===== src/rtl/sram_port_arbiter.sv =====
// sram_port_arbiter: shares one synchronous single-port SRAM between the
// instruction-fetch master (m0, read-only) and the load/store master (m1,
// byte-strobed writes). One SRAM access per cycle, round-robin between the
// two masters, and at most one outstanding access per master. Read data
// flows straight from the SRAM to the requester in the cycle after the
// access. If the consumer stalls, the response is parked in a per-master
// holding register until it is taken.
module sram_port_arbiter #(
  parameter int ADDR_W = 32,
  parameter int DATA_W = 32
) (
  input  logic                  clk,
  input  logic                  rst,

  input  logic                  m0_req_valid,
  output logic                  m0_req_ready,
  input  logic [ADDR_W-1:0]     m0_req_addr,
  output logic                  m0_resp_valid,
  output logic [DATA_W-1:0]     m0_resp_data,
  input  logic                  m0_resp_ready,

  input  logic                  m1_req_valid,
  output logic                  m1_req_ready,
  input  logic [DATA_W/8-1:0]   m1_req_we,
  input  logic [ADDR_W-1:0]     m1_req_addr,
  input  logic [DATA_W-1:0]     m1_req_wdata,
  output logic                  m1_resp_valid,
  output logic [DATA_W-1:0]     m1_resp_data,
  input  logic                  m1_resp_ready,

  output logic                  sram_en,
  output logic [DATA_W/8-1:0]   sram_we,
  output logic [ADDR_W-1:0]     sram_addr,
  output logic [DATA_W-1:0]     sram_wdata,
  input  logic [DATA_W-1:0]     sram_rdata
);

  localparam int BE_W = DATA_W / 8;

  // Which master received the most recent grant. On a tie, the other master wins.
  typedef enum logic {
    OWNER_M0 = 1'b0,
    OWNER_M1 = 1'b1
  } owner_t;

  owner_t            last_grant;

  // An access issued last cycle whose data is on sram_rdata this cycle.
  logic              inflight0;
  logic              inflight1;
  logic              inflight_we;

  // Responses parked because the consumer was not ready.
  logic              hold_valid0;
  logic              hold_valid1;
  logic [DATA_W-1:0] hold_data0;
  logic [DATA_W-1:0] hold_data1;

  logic              elig0;
  logic              elig1;
  logic              cand0;
  logic              cand1;
  logic              grant0;
  logic              grant1;

  logic [DATA_W-1:0] flow_data0;
  logic [DATA_W-1:0] flow_data1;

  // A master may issue when its previous response is either gone or being consumed right now.
  always_comb begin
    elig0  = !hold_valid0 && !(inflight0 && !m0_resp_ready);
    elig1  = !hold_valid1 && !(inflight1 && !m1_resp_ready);
    cand0  = !rst && m0_req_valid && elig0;
    cand1  = !rst && m1_req_valid && elig1;
    grant0 = cand0 && (!cand1 || (last_grant == OWNER_M1));
    grant1 = cand1 && (!cand0 || (last_grant == OWNER_M0));
  end

  // Drive the SRAM port from the granted master. All fields are zero when the port is idle.
  always_comb begin
    m0_req_ready = grant0;
    m1_req_ready = grant1;
    sram_en      = grant0 || grant1;
    sram_we      = '0;
    sram_addr    = '0;
    sram_wdata   = '0;
    if (grant0) begin
      sram_addr = m0_req_addr;
    end else if (grant1) begin
      sram_addr  = m1_req_addr;
      sram_we    = m1_req_we;
      sram_wdata = m1_req_wdata;
    end
  end

  // Present each master's response. A held response takes precedence over flow-through data.
  always_comb begin
    flow_data0    = sram_rdata;
    flow_data1    = inflight_we ? '0 : sram_rdata;
    m0_resp_valid = !rst && (hold_valid0 || inflight0);
    m1_resp_valid = !rst && (hold_valid1 || inflight1);
    m0_resp_data  = '0;
    m1_resp_data  = '0;
    if (hold_valid0) begin
      m0_resp_data = hold_data0;
    end else if (inflight0) begin
      m0_resp_data = flow_data0;
    end
    if (hold_valid1) begin
      m1_resp_data = hold_data1;
    end else if (inflight1) begin
      m1_resp_data = flow_data1;
    end
  end

  // Track issued accesses and the round-robin pointer. Reset drops any access in flight.
  always_ff @(posedge clk) begin
    if (rst) begin
      inflight0   <= 1'b0;
      inflight1   <= 1'b0;
      inflight_we <= 1'b0;
      last_grant  <= OWNER_M1;
    end else begin
      inflight0   <= grant0;
      inflight1   <= grant1;
      inflight_we <= grant1 && (m1_req_we != {BE_W{1'b0}});
      if (grant0) begin
        last_grant <= OWNER_M0;
      end else if (grant1) begin
        last_grant <= OWNER_M1;
      end
    end
  end

  // Park the fetch response when its consumer stalls, and release it on handshake.
  always_ff @(posedge clk) begin
    if (rst) begin
      hold_valid0 <= 1'b0;
      hold_data0  <= '0;
    end else if (hold_valid0) begin
      if (m0_resp_ready) begin
        hold_valid0 <= 1'b0;
      end
    end else if (inflight0 && !m0_resp_ready) begin
      hold_valid0 <= 1'b1;
      hold_data0  <= flow_data0;
    end
  end

  // Park the load/store response when its consumer stalls, and release it on handshake.
  always_ff @(posedge clk) begin
    if (rst) begin
      hold_valid1 <= 1'b0;
      hold_data1  <= '0;
    end else if (hold_valid1) begin
      if (m1_resp_ready) begin
        hold_valid1 <= 1'b0;
      end
    end else if (inflight1 && !m1_resp_ready) begin
      hold_valid1 <= 1'b1;
      hold_data1  <= flow_data1;
    end
  end

endmodule

===== config.mk =====
export PLATFORM = sky130hd
export DESIGN_NAME = sram_port_arbiter
export DESIGN_NICKNAME = d
export VERILOG_FILES = /design/src/rtl/sram_port_arbiter.sv
export SDC_FILE = /design/constraint.sdc
export NUM_CORES = 1
export LEC_CHECK = 0
export BUFFER_PORTS_ARGS = -buffer_cell sky130_fd_sc_hd__buf_2
export CORE_AREA = 2 2 106 108
export CTS_CLUSTER_DIAMETER = 30
export DETAILED_ROUTE_END_ITERATION = 16
export DIE_AREA = 0 0 108 110
export PLACE_DENSITY = 0.83
export SETUP_SLACK_MARGIN = 0.1
export SYNTH_ARGS = -nofsm -noshare
export SYNTH_HDL_FRONTEND = slang
export SYNTH_SLANG_ARGS = --single-unit

===== constraint.sdc =====
create_clock -name clk -period 1.8 [get_ports clk]
set_input_delay 0 -clock clk [delete_from_list [all_inputs] [get_ports clk]]
set_output_delay 0 -clock clk [all_outputs]
set_load 0.02 [all_outputs]

## Yosys cells after proc, flatten, opt, wreduce, memory -nomap -nowiden

Index checks and enable logic that the tools add are counted.

| word-level totals | value |
|---|---|
| register bits | 70 |
| input port bits | 138 |

| operators by class | value |
|---|---|
| multiplexer cells | 19 |
| bitwise operators | 3 |
| reduce and logical (&&, ||, !) cells | 31 |

Operators by type and width:

| kind | count |
|---|---|
| two-way mux 32 bit | 9 |
| logical AND 1 bit | 13 |
| zero test 1 bit | 9 |
| two-way mux 1 bit | 8 |
| two-way mux 4 bit | 2 |
| logical OR 1 bit | 5 |
| AND reduction 2 bit | 2 |
| nonzero test 4 bit | 1 |
| inverter 1 bit | 3 |
| nonzero test 2 bit | 1 |

## Depth between registers and ports, before layout

Gate-level depths: netlist of the first run.

| logic depth | value |
|---|---|
| word-level depth | 10 |
| depth in mapped cells | 7 |
| gate-level depth less buffers | 4 |

## Worst setup path before layout of the first run

OpenSTA, ideal clock, no wires.

| path | value |
|---|---|
| path type | register to output |
| start point | reg inflight0 |
| end point | out sram_addr[23] |
| data arrival time | 1.495 ns |
| data required time | 1.800 ns |
| path slack | 0.305 ns |
| cell stages (with the launch flop) | 7 |
| buffers on the path | 2 |
| cell sequence | dfxtp_1 buf_6 nor2b_4 a311oi_4 buf_6 a22oi_1 nor2_1 |

| on the way | value |
|---|---|
| word-level cells in the longest chain between the ends | 9 |

Ends and longest elaborated chain:

| item | line | RTL |
|---|---|---|
| from (decl) | 49 | `logic inflight0;` |
| from (signal assigned) | 124 | `inflight0 <= grant0;` |
| logical AND 1 bit * | 71 | `elig0 = !hold_valid0 && !(inflight0 && !m0_resp_ready);` |
| zero test 1 bit * | 71 |  |
| logical AND 1 bit * | 71 |  |
| logical AND 1 bit * | 73 | `cand0 = !rst && m0_req_valid && elig0;` |
| zero test 1 bit | 76 | `grant1 = cand1 && (!cand0 \|\| (last_grant == OWNER_M0));` |
| logical OR 1 bit | 76 |  |
| logical AND 1 bit | 76 |  |
| two-way mux 32 bit | 89 | `end else if (grant1) begin` |
| two-way mux 32 bit * | 87 | `if (grant0) begin` |
| to (decl) | 33 | `output logic [ADDR_W-1:0] sram_addr,` |

Every way passes the cells marked *; elsewhere a longest branch is shown, timed or not.

## Worst setup path after layout of the first run

| path | value |
|---|---|
| start point | reg hold_valid0 |
| end point | out sram_addr[27] |

| on the way | value |
|---|---|
| word-level cells in the longest chain between the ends | 8 |

Ends and longest elaborated chain:

| item | line | RTL |
|---|---|---|
| from (decl) | 54 | `logic hold_valid0;` |
| from (signal assigned) | 138 | `hold_valid0 <= 1'b0;` |
| from (signal assigned) | 142 | `hold_valid0 <= 1'b0;` |
| from (signal assigned) | 145 | `hold_valid0 <= 1'b1;` |
| zero test 1 bit * | 71 |  |
| logical AND 1 bit * | 71 |  |
| logical AND 1 bit * | 73 |  |
| zero test 1 bit | 76 |  |
| logical OR 1 bit | 76 |  |
| logical AND 1 bit | 76 |  |
| two-way mux 32 bit | 89 |  |
| two-way mux 32 bit * | 87 |  |

Marked as above.

==> results.tsv, run 1 <==
stage	metric	value	unit
die	die_h	110	µm
hold_path	holdCritPathClass	input port to flop	
cts	clk_pin_slew	0.07	ns
timing	fin_crit_sh	103.5	%
cts	clk_latency	0.34	ns
cts	htreeDepth	3	
timing	fin_skew	0.01355	ns
outcome	status	finished with violations	
final_layout	fin_cells	1039	
die	fp.dieArea	11880	µm²
place	dp.cells	955	
timing	hold_viol_final	0	
synthesis	synthTopCellsByArea	dfxtp_1 33%, nand2_1 14%, a21oi_1 7.8%	
power	ir_drop	427.4	µV
final_layout	final_layout_size_suffix_gt1_share	48.94	%
synthesis	avgSynthCellArea	7.332	µm²
grt	grtUsageTotal	27.59	%
synthesis	synth_area	4230	µm²
route	drc_errors	0	
timing	min_period	1.863	ns
critical_path	worst_path_max_delay_cell	o311a_4	
cts	root_buffer	clkbuf_8	
timing	relSlewSlack	70.79	%
place	post-place-ws	0.2434	ns
synthesis	synth_fp_nets	715	
synthesis	yosys_most_used_dff	dfxtp_1	
power	power_leakage	3.281	nW
timing	layout_setup_ws	-0.06304	ns
grt	grt_max_degree	47	
place	dp_hpwl	11220	µm
place	io_buffers	274	
route	dr.first_iter.drc_count	493	
place	place_area	5700	µm²
synthesis	yosysWarningCount	0	
grt	antenna_found_initial	2	
synthesis	ys_seq_area_share	33.13	%
critical_path	cp_max_fo	8	
final_layout	fin_area	7526	µm²
cts	cts_tree	built	
cts	cts_sinks	70	
power	powerDensity	615.5	nW/µm²
timing	max_freq	536.8	MHz
die	start_util	39.54	%
timing	whs	0.1555	ns
grt	grt_pass1_vias	5002	
route	viasPerCell	5.545	
die	core	10700	µm²
critical_path	cp_slowest_stage_delay	0.40	ns
synthesis	synth_edf_count	0	
synthesis	yosys-top-cells-count	161 x nand2_1, 70 x dfxtp_1, 66 x a21oi_1, 36 x and2_1, 33 x clkbuf_1	
cts	clockBufferDepth	2	
timing	finalMaxSlewViolations	0	
final_layout	nFillCells	765	
grt	overflow	0	
route	vias	5761	
final_layout	final_nets	1031	
synthesis	synth_top_area_share	33.13	%
critical_path	required	1.80	ns
route	detail-route-antenna-nets	0	
synthesis	ys_types	27	
job	cap_violations	0	
die	io_pins	275	
power	design_power_total	4.632	mW
synthesis	syn_inst	577	
cts	cts_inserted_buffers	9	
route	drtPass1Iterations	5	
synthesis	synth-seq-cells	70	
outcome	violations	negative setup slack	
grt	grt_pass1_wl	25610	µm
synthesis	ys_async_sr_fraction	0	%
critical_path	path_class	flop to output port	
critical_path	timing.critical_path.buf_inv	2	
critical_path	crit_path_end_kind	output port	
route	totalWireLength	20240	µm
die	rows	38	
final_layout	syn_to_final_growth	77.91	%
critical_path	cp_top_family	compound AO/OA/AOI/OAI gates	
die	die_x	108	µm
place	gp_congestion	0.9214	
synthesis	post-synth-top-count-cell	nand2_1	
synthesis	yosys.area.top_type	dfxtp_1	
route	routed_wire_length_per_instance	19.48	µm
critical_path	cp_cell_sequence	nand2b_4 -> o311a_4 -> buf_16 -> a22oi_1 -> nor2_1 -> buf_4	
timing	worstMarginPinSlew	0.4382	ns
timing	finalSetupViolations	8	
critical_path	critPathLaunchType	flop	
critical_path	arrival	1.86	ns
timing	rsz0062_at_grt	yes	
[worst paths after layout]
kind / endpoint / slack, ns / depth (start not counted) / startpoint
hold / removal: inflight1 / 0.16 / 4 / m0_req_valid
setup / recovery: sram_addr[27] / -0.06 / 6 / hold_valid0
hold reg to reg: hold_data0[31] / 0.46 / 2 / hold_data0[31]
setup reg to reg: inflight_we / 0.27 / 7 / hold_valid1
[placed cells by master (no fill, tap or decap), drive strengths merged]
cell type    synthesis  routed
buf                 22     319
nand2              161     161
dfxtp               70      70
a21oi               66      66
nor2                39      39
dlygate4sd3          0      38
and2                36      36
o21ai               32      32
a22o                32      32
nand3b              32      32
a22oi               32      32
clkbuf              34      13
nand2b               6       6
nor3                 5       5
nor2b                4       4
clkinv               0       4
diode                0       2
bufinv               0       2
or2                  2       2
inv                  1       1
a311oi               1       1
o311a                1       1
o41a                 1       1
[stage by stage]
stage	utilization [%]	TNS (ns)
floorplan	-	0
global placement	53.29	0
detailed placement	53.29	0
CTS	62.88	0
global route	70.35	-3.954
finish	70.35	-0.1760
[repair_timing]
| action | in CTS | in global routing |
|---|---|---|
| endpoints found under the hold margin | 66 | 0 |
| setup endpoints to repair | 69 | 125 |
| gates resized for setup | 80 | 203 |
| gates cloned | 7 | 6 |
| setup buffers | 10 | 6 |
| hold buffers | 38 | 0 |
| pin swaps | 5 | 49 |
[kinds of logic (layout without fill, tap and decap cells)]
logic type	after synthesis	after routing	share of synthesized area, %
flops	70	70	33.13
buf+inv	57	377	6.596
compound gates	165	165	27.39
simple gates	285	285	32.89
other cells	0	2	0
[metal layers]
metal | part of all wire [%] | wire length (µm) | vias to the layer above | GRT usage, %
met5 | 0 | 0 | - | 0
met4 | 4.8 | 974 | 0 | 10.90
met3 | 7.7 | 1562 | 72 | 5.938
met2 | 51 | 10280 | 396 | 49.19
met1 | 37 | 7426 | 2696 | 32.33
li1 | - | - | 2597 | -
[worst register-to-register path: stages, from the launching register on]
cell and delay, ns:
dfxtp_4 0.35, nor2b_4 0.21, nand2_4 0.08, nor3_4 0.19
buf_6 0.20, clkbuf_16 0.17, buf_4 0.09, o41a_1 0.16
[flip-flops by register name, indices dropped and copies added, names as in the netlist]
register / cells
hold_data0: 32
hold_data1: 32
hold_valid0: 1
hold_valid1: 1
inflight0: 1
inflight1: 1
inflight_we: 1
last_grant: 1
[power breakdown]
| part | switching (mW) | internal [mW] |
|---|---|---|
| clock | 0.623 | 0.773 |
| combinational | 0.845 | 0.765 |
| sequential | 0.0288 | 1.60 |
[layout make-up]
type / instances / area (µm²) / share of cell area, %
tap: 140 / 175.2 / 2.328
inverter: 1 / 3.754 / 0.04988
clock buffer: 9 / 123.9 / 1.646
antenna: 2 / 5.005 / 0.06650
multi-input combinational: 450 / 2739 / 36.39
timing repair buffer: 361 / 2980 / 39.60
sequential: 70 / 1411 / 18.75
clock inverter: 6 / 87.58 / 1.164
(Power assumes the default switching activity.)
==> run 2: changes to the inputs <==
CAP_MARGIN = 10   (was not set)
CORE_AREA = not set   (was 2 2 106 108)
CORE_UTILIZATION = 23   (was not set)
DIE_AREA = not set   (was 0 0 108 110)
PLACE_DENSITY = 0.56   (was 0.83)
SETUP_SLACK_MARGIN = not set   (was 0.1)
==> results.tsv, run 2 (synthesis gave the netlist of run 1 again) <==
stage	metric	value	unit	change
outcome	status	finished with violations		unchanged
outcome	violations	negative setup slack		unchanged
die	fp.dieArea	18940	µm²	was 11880 µm²
place	dp.cells	1045		was 955
critical_path	reg2regPathDepth	4		was 7
critical_path	path_class	flop to output port		unchanged
timing	max_freq	552.3	MHz	was 536.8 MHz
cts	clockBufferDepth	2		unchanged
cts	root_buffer	clkbuf_16		was clkbuf_8
power	ir_drop	453.2	µV	was 427.4 µV
timing	worstMarginPinSlew	0.7226	ns	was 0.4382 ns
die	start_util	23.47	%	was 39.54%
critical_path	arrival	1.81	ns	was 1.86 ns
final_layout	final_layout_size_suffix_gt1_share	46.28	%	was 48.94%
cts	cts_tree	built		unchanged
grt	overflow	0		unchanged
route	totalWireLength	17510	µm	was 20240 µm
grt	grt_max_degree	45		was 47
final_layout	final_nets	1021		was 1031
critical_path	cp_top_family	simple AND/OR/NAND/NOR gates		was compound AO/OA/AOI/OAI gates
final_layout	syn_to_final_growth	70.13	%	was 77.91%
grt	antenna_found_initial	0		was 2
timing	min_period	1.811	ns	was 1.863 ns
job	cap_violations	0		unchanged
cts	clk_latency	0.33	ns	was 0.34 ns
route	detail-route-antenna-nets	0		unchanged
power	design_power_total	4.752	mW	was 4.632 mW
critical_path	worst_path_max_delay_cell	dfxtp_2		was o311a_4
timing	hold_viol_final	0		unchanged
grt	grtUsageTotal	16.66	%	was 27.59%
timing	relSlewSlack	51.83	%	was 70.79%
route	drtPass1Iterations	4		was 5
cts	clk_pin_slew	0.05	ns	was 0.07 ns
cts	cts_inserted_buffers	9		unchanged
power	power_leakage	3.154	nW	was 3.281 nW
grt	grt_pass1_wl	24190	µm	was 25610 µm
timing	fin_crit_sh	100.6	%	was 103.5%
final_layout	diodes	0		was 2
route	viasPerCell	4.539		was 5.545
critical_path	cp.depth	7		was 6
final_layout	fin_cells	1117		was 1039
die	rows	49		was 38
route	vias	5070		was 5761
timing	layout_setup_ws	-0.01063	ns	was -0.06304 ns
place	io_buffers	274		unchanged
die	core	18020	µm²	was 10700 µm²
grt	grt_pass1_vias	4598		was 5002
power	powerDensity	660.3	nW/µm²	was 615.5 nW/µm²
critical_path	required	1.80	ns	about the same
die	die_x	137.6	µm	was 108 µm
route	dr.first_iter.drc_count	173		was 493
final_layout	top_regs	hold_data0 x32, hold_data1 x32		unchanged
die	die_h	137.6	µm	was 110 µm
timing	finalMaxSlewViolations	0		unchanged
final_layout	nFillCells	1839		was 765
critical_path	cp_slowest_stage_delay	0.33	ns	was 0.40 ns
timing	fin_skew	0.004638	ns	was 0.01355 ns
die	io_pins	275		unchanged
hold_path	hold_path_depth	2		was 4
timing	rsz0062_at_grt	yes		unchanged
critical_path	cp_max_fo	9		was 8
route	drc_errors	0		unchanged
critical_path	cp_cell_sequence	nor2b_4 -> nor3_4 -> nor3_4 -> buf_6 -> buf_8 -> and2_1 -> buf_6		was nand2b_4 -> o311a_4 -> buf_16 -> a22oi_1 -> nor2_1 -> buf_4
final_layout	final_cell_mix	210 x buf_2, 160 x nand2_1, 66 x a21oi_1, 66 x dfxtp_1, 51 x buf_4		was 171 x buf_2, 160 x nand2_1, 98 x buf_6, 66 x a21oi_1, 66 x dfxtp_1
final_layout	layout_commonest_cell	buf_2		unchanged
place	dp_hpwl	11250	µm	was 11220 µm
critical_path	crit_path_end_kind	output port		unchanged
route	routed_wire_length_per_instance	15.68	µm	was 19.48 µm
timing	finalSetupViolations	3		was 8
critical_path	critPathLaunchType	flop		unchanged
place	gp_congestion	0.8425		was 0.9214
hold_path	holdCritPathClass	input port to flop		unchanged
critical_path	timing.critical_path.buf_inv	3		was 2
cts	cts_sinks	70		unchanged
cts	htreeDepth	3		unchanged
final_layout	final_core_util	39.93	%	was 70.35%
-- run 2: cell types whose count changed in the layout (fill, tap and decap cells not counted), sizes merged --
cell	previous run	this run
clkinv	4	3
clkbuf	13	17
bufinv	2	0
diode	2	0
buf	319	309
-- run 2: worst paths after layout --
check | from | endpoint | slack (ns)
max | inflight0 | sram_wdata[16] | -0.01
max reg2reg | hold_valid1 | hold_data1[23] | 0.35
min reg2reg | hold_data1[7] | hold_data1[7] | 0.45
min | rst | inflight0 | 0.08
-- run 2: through the flow --
step,area [µm²],hold slack [ns],setup TNS [ns],worst slack (ns)
after floorplan,4230,0.07679,0,0.3049
after global placement,5839,0.2399,0,0.2941
after CTS,6555,0.06673,-0.007129,-0.004450
after global routing,7197,0.09985,-1.811,-0.09229
final,7197,0.08064,-0.01903,-0.01063
after detailed placement,5839,0.2489,0,0.3000
-- run 2: layout make-up --
type | instances | area [µm²] | area share (%)
multi-input combinational | 450 | 2699 | 37.50
timing repair buffer | 351 | 2522 | 35.05
sequential | 70 | 1406 | 19.54
tap | 229 | 286.5 | 3.981
clock buffer | 13 | 260.3 | 3.616
clock inverter | 3 | 18.77 | 0.2608
inverter | 1 | 3.754 | 0.05216
-- run 2: what timing repair did --
item	4_1_cts	5_1_grt
resized for setup	7	145
buffers inserted	1	7
hold buffers	38	0
endpoints found under the hold margin	67	0
pin swaps	1	15
cloned	1	9
endpoints found under the setup margin	59	100
-- run 2: metal layers --
metal  routed length (µm)  global-route usage [%]  share of wire [%]
met5                    0                       0                  0
met4                  257                   6.288                1.5
met3                  930                   3.385                5.3
met2                 8499                   29.09                 49
met1                 7826                   19.92                 45
-- run 2: report_power, final --
part | leakage (nW) | switching, mW | total (mW) | internal [mW]
Clock | 0.140 | 0.687 | 1.69 | 1.01
Combinational | 2.45 | 0.770 | 1.43 | 0.660
Sequential | 0.569 | 0.0265 | 1.63 | 1.60
Total | 3.15 | 1.48 | 4.75 | 3.27
==> run 3: changes to the inputs <==
ABC_AREA = 1   (was not set)
MAX_ROUTING_LAYER = met4   (was not set)
PLACE_DENSITY = 0.55   (was 0.56)
==> results.tsv, run 3 <==
stage	metric	value	unit	change
die	fp.dieArea	20000	µm²	was 18940 µm²
critical_path	arrival	1.74	ns	was 1.81 ns
cts	clockBufferDepth	2		unchanged
timing	fin_crit_sh	96.54	%	was 100.6%
power	design_power_total	4.448	mW	was 4.752 mW
cts	clk_pin_slew	0.06	ns	was 0.05 ns
timing	layout_setup_ws	0.06233	ns	was -0.01063 ns
synthesis	synth_edf_count	0		unchanged
place	io_buffers	274		unchanged
final_layout	nFillCells	2108		was 1839
place	gp_congestion	0.8442		was 0.8425
timing	tns	0	ns	was -0.01903 ns
grt	antenna_found_initial	0		unchanged
outcome	status	complete, no violations		was finished with violations
grt	grt_pass1_wl	26320	µm	was 24190 µm
route	routed_wire_length_per_instance	13.31	µm	was 15.68 µm
synthesis	yosys_most_used_dff	dfxtp_1		unchanged
power	ir_drop	400.9	µV	was 453.2 µV
synthesis	synthTopCellsByArea	dfxtp_1 31%, nand2_1 19%, nand3_1 11%		was dfxtp_1 33%, nand2_1 14%, a21oi_1 7.8%
grt	grt_max_degree	68		was 45
final_layout	final_layout_size_suffix_gt1_share	31.96	%	was 46.28%
synthesis	ys_types	21		was 27
final_layout	layout_commonest_cell	buf_2		unchanged
place	dp_hpwl	12310	µm	was 11250 µm
final_layout	final_nets	1176		was 1021
timing	finalMaxSlewViolations	0		unchanged
place	dp.cells	1251		was 1045
critical_path	required	1.80	ns	about the same
place	post-place-ws	0.3629	ns	was 0.3000 ns
cts	cts_tree	built		unchanged
critical_path	crit_path_end_kind	output port		unchanged
die	io_pins	275		unchanged
hold_path	holdCritPathClass	input port to flop		unchanged
synthesis	avgSynthCellArea	5.921	µm²	was 7.332 µm²
synthesis	syn_inst	755		was 577
timing	min_period	1.738	ns	was 1.811 ns
route	totalWireLength	17330	µm	was 17510 µm
synthesis	post-synth-top-count-cell	nand2_1		unchanged
grt	grt_pass1_vias	5087		was 4598
critical_path	path_class	flop to output port		unchanged
synthesis	synth_area	4471	µm²	was 4230 µm²
power	powerDensity	663.1	nW/µm²	was 660.3 nW/µm²
timing	worstMarginPinSlew	0.7616	ns	was 0.7226 ns
route	vias	5679		was 5070
grt	overflow	0		unchanged
route	drc_errors	0		unchanged
synthesis	ys_seq_area_share	31.35	%	was 33.13%
final_layout	syn_to_final_growth	50.07	%	was 70.13%
job	cap_violations	0		unchanged
grt	grtUsageTotal	17.33	%	was 16.66%
critical_path	cp_max_fo	19		was 9
route	detail-route-antenna-nets	0		unchanged
final_layout	diodes	0		unchanged
synthesis	synth-seq-cells	70		unchanged
synthesis	synth_fp_nets	893		was 715
die	rows	50		was 49
final_layout	final_cell_mix	274 x buf_2, 232 x nand2_1, 99 x nand3_1, 97 x nor2_1, 71 x inv_1		was 210 x buf_2, 160 x nand2_1, 66 x a21oi_1, 66 x dfxtp_1, 51 x buf_4
timing	rsz0062_at_grt	yes		unchanged
synthesis	yosys-top-cells-count	232 x nand2_1, 100 x nand3_1, 98 x nor2_1, 71 x inv_1, 70 x dfxtp_1		was 161 x nand2_1, 70 x dfxtp_1, 66 x a21oi_1, 36 x and2_1, 33 x clkbuf_1
timing	finalSetupViolations	0		was 3
final_layout	fin_cells	1302		was 1117
synthesis	synth_top_area_share	31.35	%	was 33.13%
final_layout	final_core_util	35.51	%	was 39.93%
die	core	18890	µm²	was 18020 µm²
timing	hold_viol_final	0		unchanged
critical_path	critPathLaunchType	flop		unchanged
timing	max_freq	575.5	MHz	was 552.3 MHz
power	power_leakage	3.682	nW	was 3.154 nW
timing	fin_skew	0.004959	ns	was 0.004638 ns
route	viasPerCell	4.362		was 4.539
die	start_util	23.66	%	was 23.47%
die	die_x	141.4	µm	was 137.6 µm
final_layout	top_regs	hold_data0 x32, hold_data1 x32		unchanged
timing	relSlewSlack	49.22	%	was 51.83%
cts	cts_inserted_buffers	9		unchanged
synthesis	yosysWarningCount	0		unchanged
route	dr.first_iter.drc_count	325		was 173
cts	cts_sinks	70		unchanged
cts	htreeDepth	3		unchanged
die	die_h	141.4	µm	was 137.6 µm
synthesis	yosys.area.top_type	dfxtp_1		unchanged
cts	root_buffer	clkbuf_16		unchanged
cts	clk_latency	0.34	ns	was 0.33 ns
route	drtPass1Iterations	5		was 4
synthesis	ys_async_sr_fraction	0	%	unchanged
run 3: repair_timing:
item,in CTS,in global routing
resized for setup,0,1
endpoints found under the hold margin,35,0
hold buffers,35,0
setup buffers,0,1
endpoints found under the setup margin,0,54
run 3: cell families after synthesis:
logic type | after synthesis | share of synthesized area, %
compound gates | 98 | 12.79
simple gates | 448 | 42.49
buf+inv | 139 | 13.38
flops | 70 | 31.35
run 3: final timing paths:
| check | from | endpoint | slack (ns) | cells after the start |
|---|---|---|---|---|
| max | hold_valid0 | sram_we[0] | 0.06 | 6 |
| min | m1_req_we[1] | inflight_we | 0.04 | 5 |
| min reg2reg | hold_data1[29] | hold_data1[29] | 0.46 | 2 |
| max reg2reg | hold_valid0 | hold_data0[19] | 0.37 | 6 |
run 3: power by group:
group	switching (mW)	internal, mW
clock network	0.646	0.921
registers	0.0282	1.60
logic	0.795	0.457
total	1.47	2.98
run 3: area by class of cell:
cell class                      instances  area [µm²]  area share [%]
Inverter                               80       300.3           4.476
Clock buffer                           13       240.2           3.581
Timing Repair Buffer                  331        1937           28.87
Tap cell                              260       325.3           4.849
Sequential cell                        70        1403           20.91
Clock inverter                          2       10.01          0.1492
Multi-Input combinational cell        546        2494           37.17
run 3: layer usage:
layer  global-route usage (%)  wire length, µm  vias up
met3                    2.295              763       12
met5                        -                0        -
li1                         -                -     2940
met1                    21.19             7746     2535
met4                    4.980              175        0
met2                    29.76             8641      192
run 3: stage by stage:
step,cell area (µm²),hold slack [ns]
after floorplan,4471,0.07679
after global placement,6096,0.1958
after detailed placement,6096,0.2100
after CTS,6696,0.03315
after global routing,6709,0.06533
final,6709,0.04322
run 3: critical path, stage by stage, from the launching register on:
cell	delay, ns
dfxtp_1	0.35
nor2_1	0.17
nand3_2	0.10
nand2_2	0.26
buf_4	0.29
nor2_1	0.06
buf_2	0.17
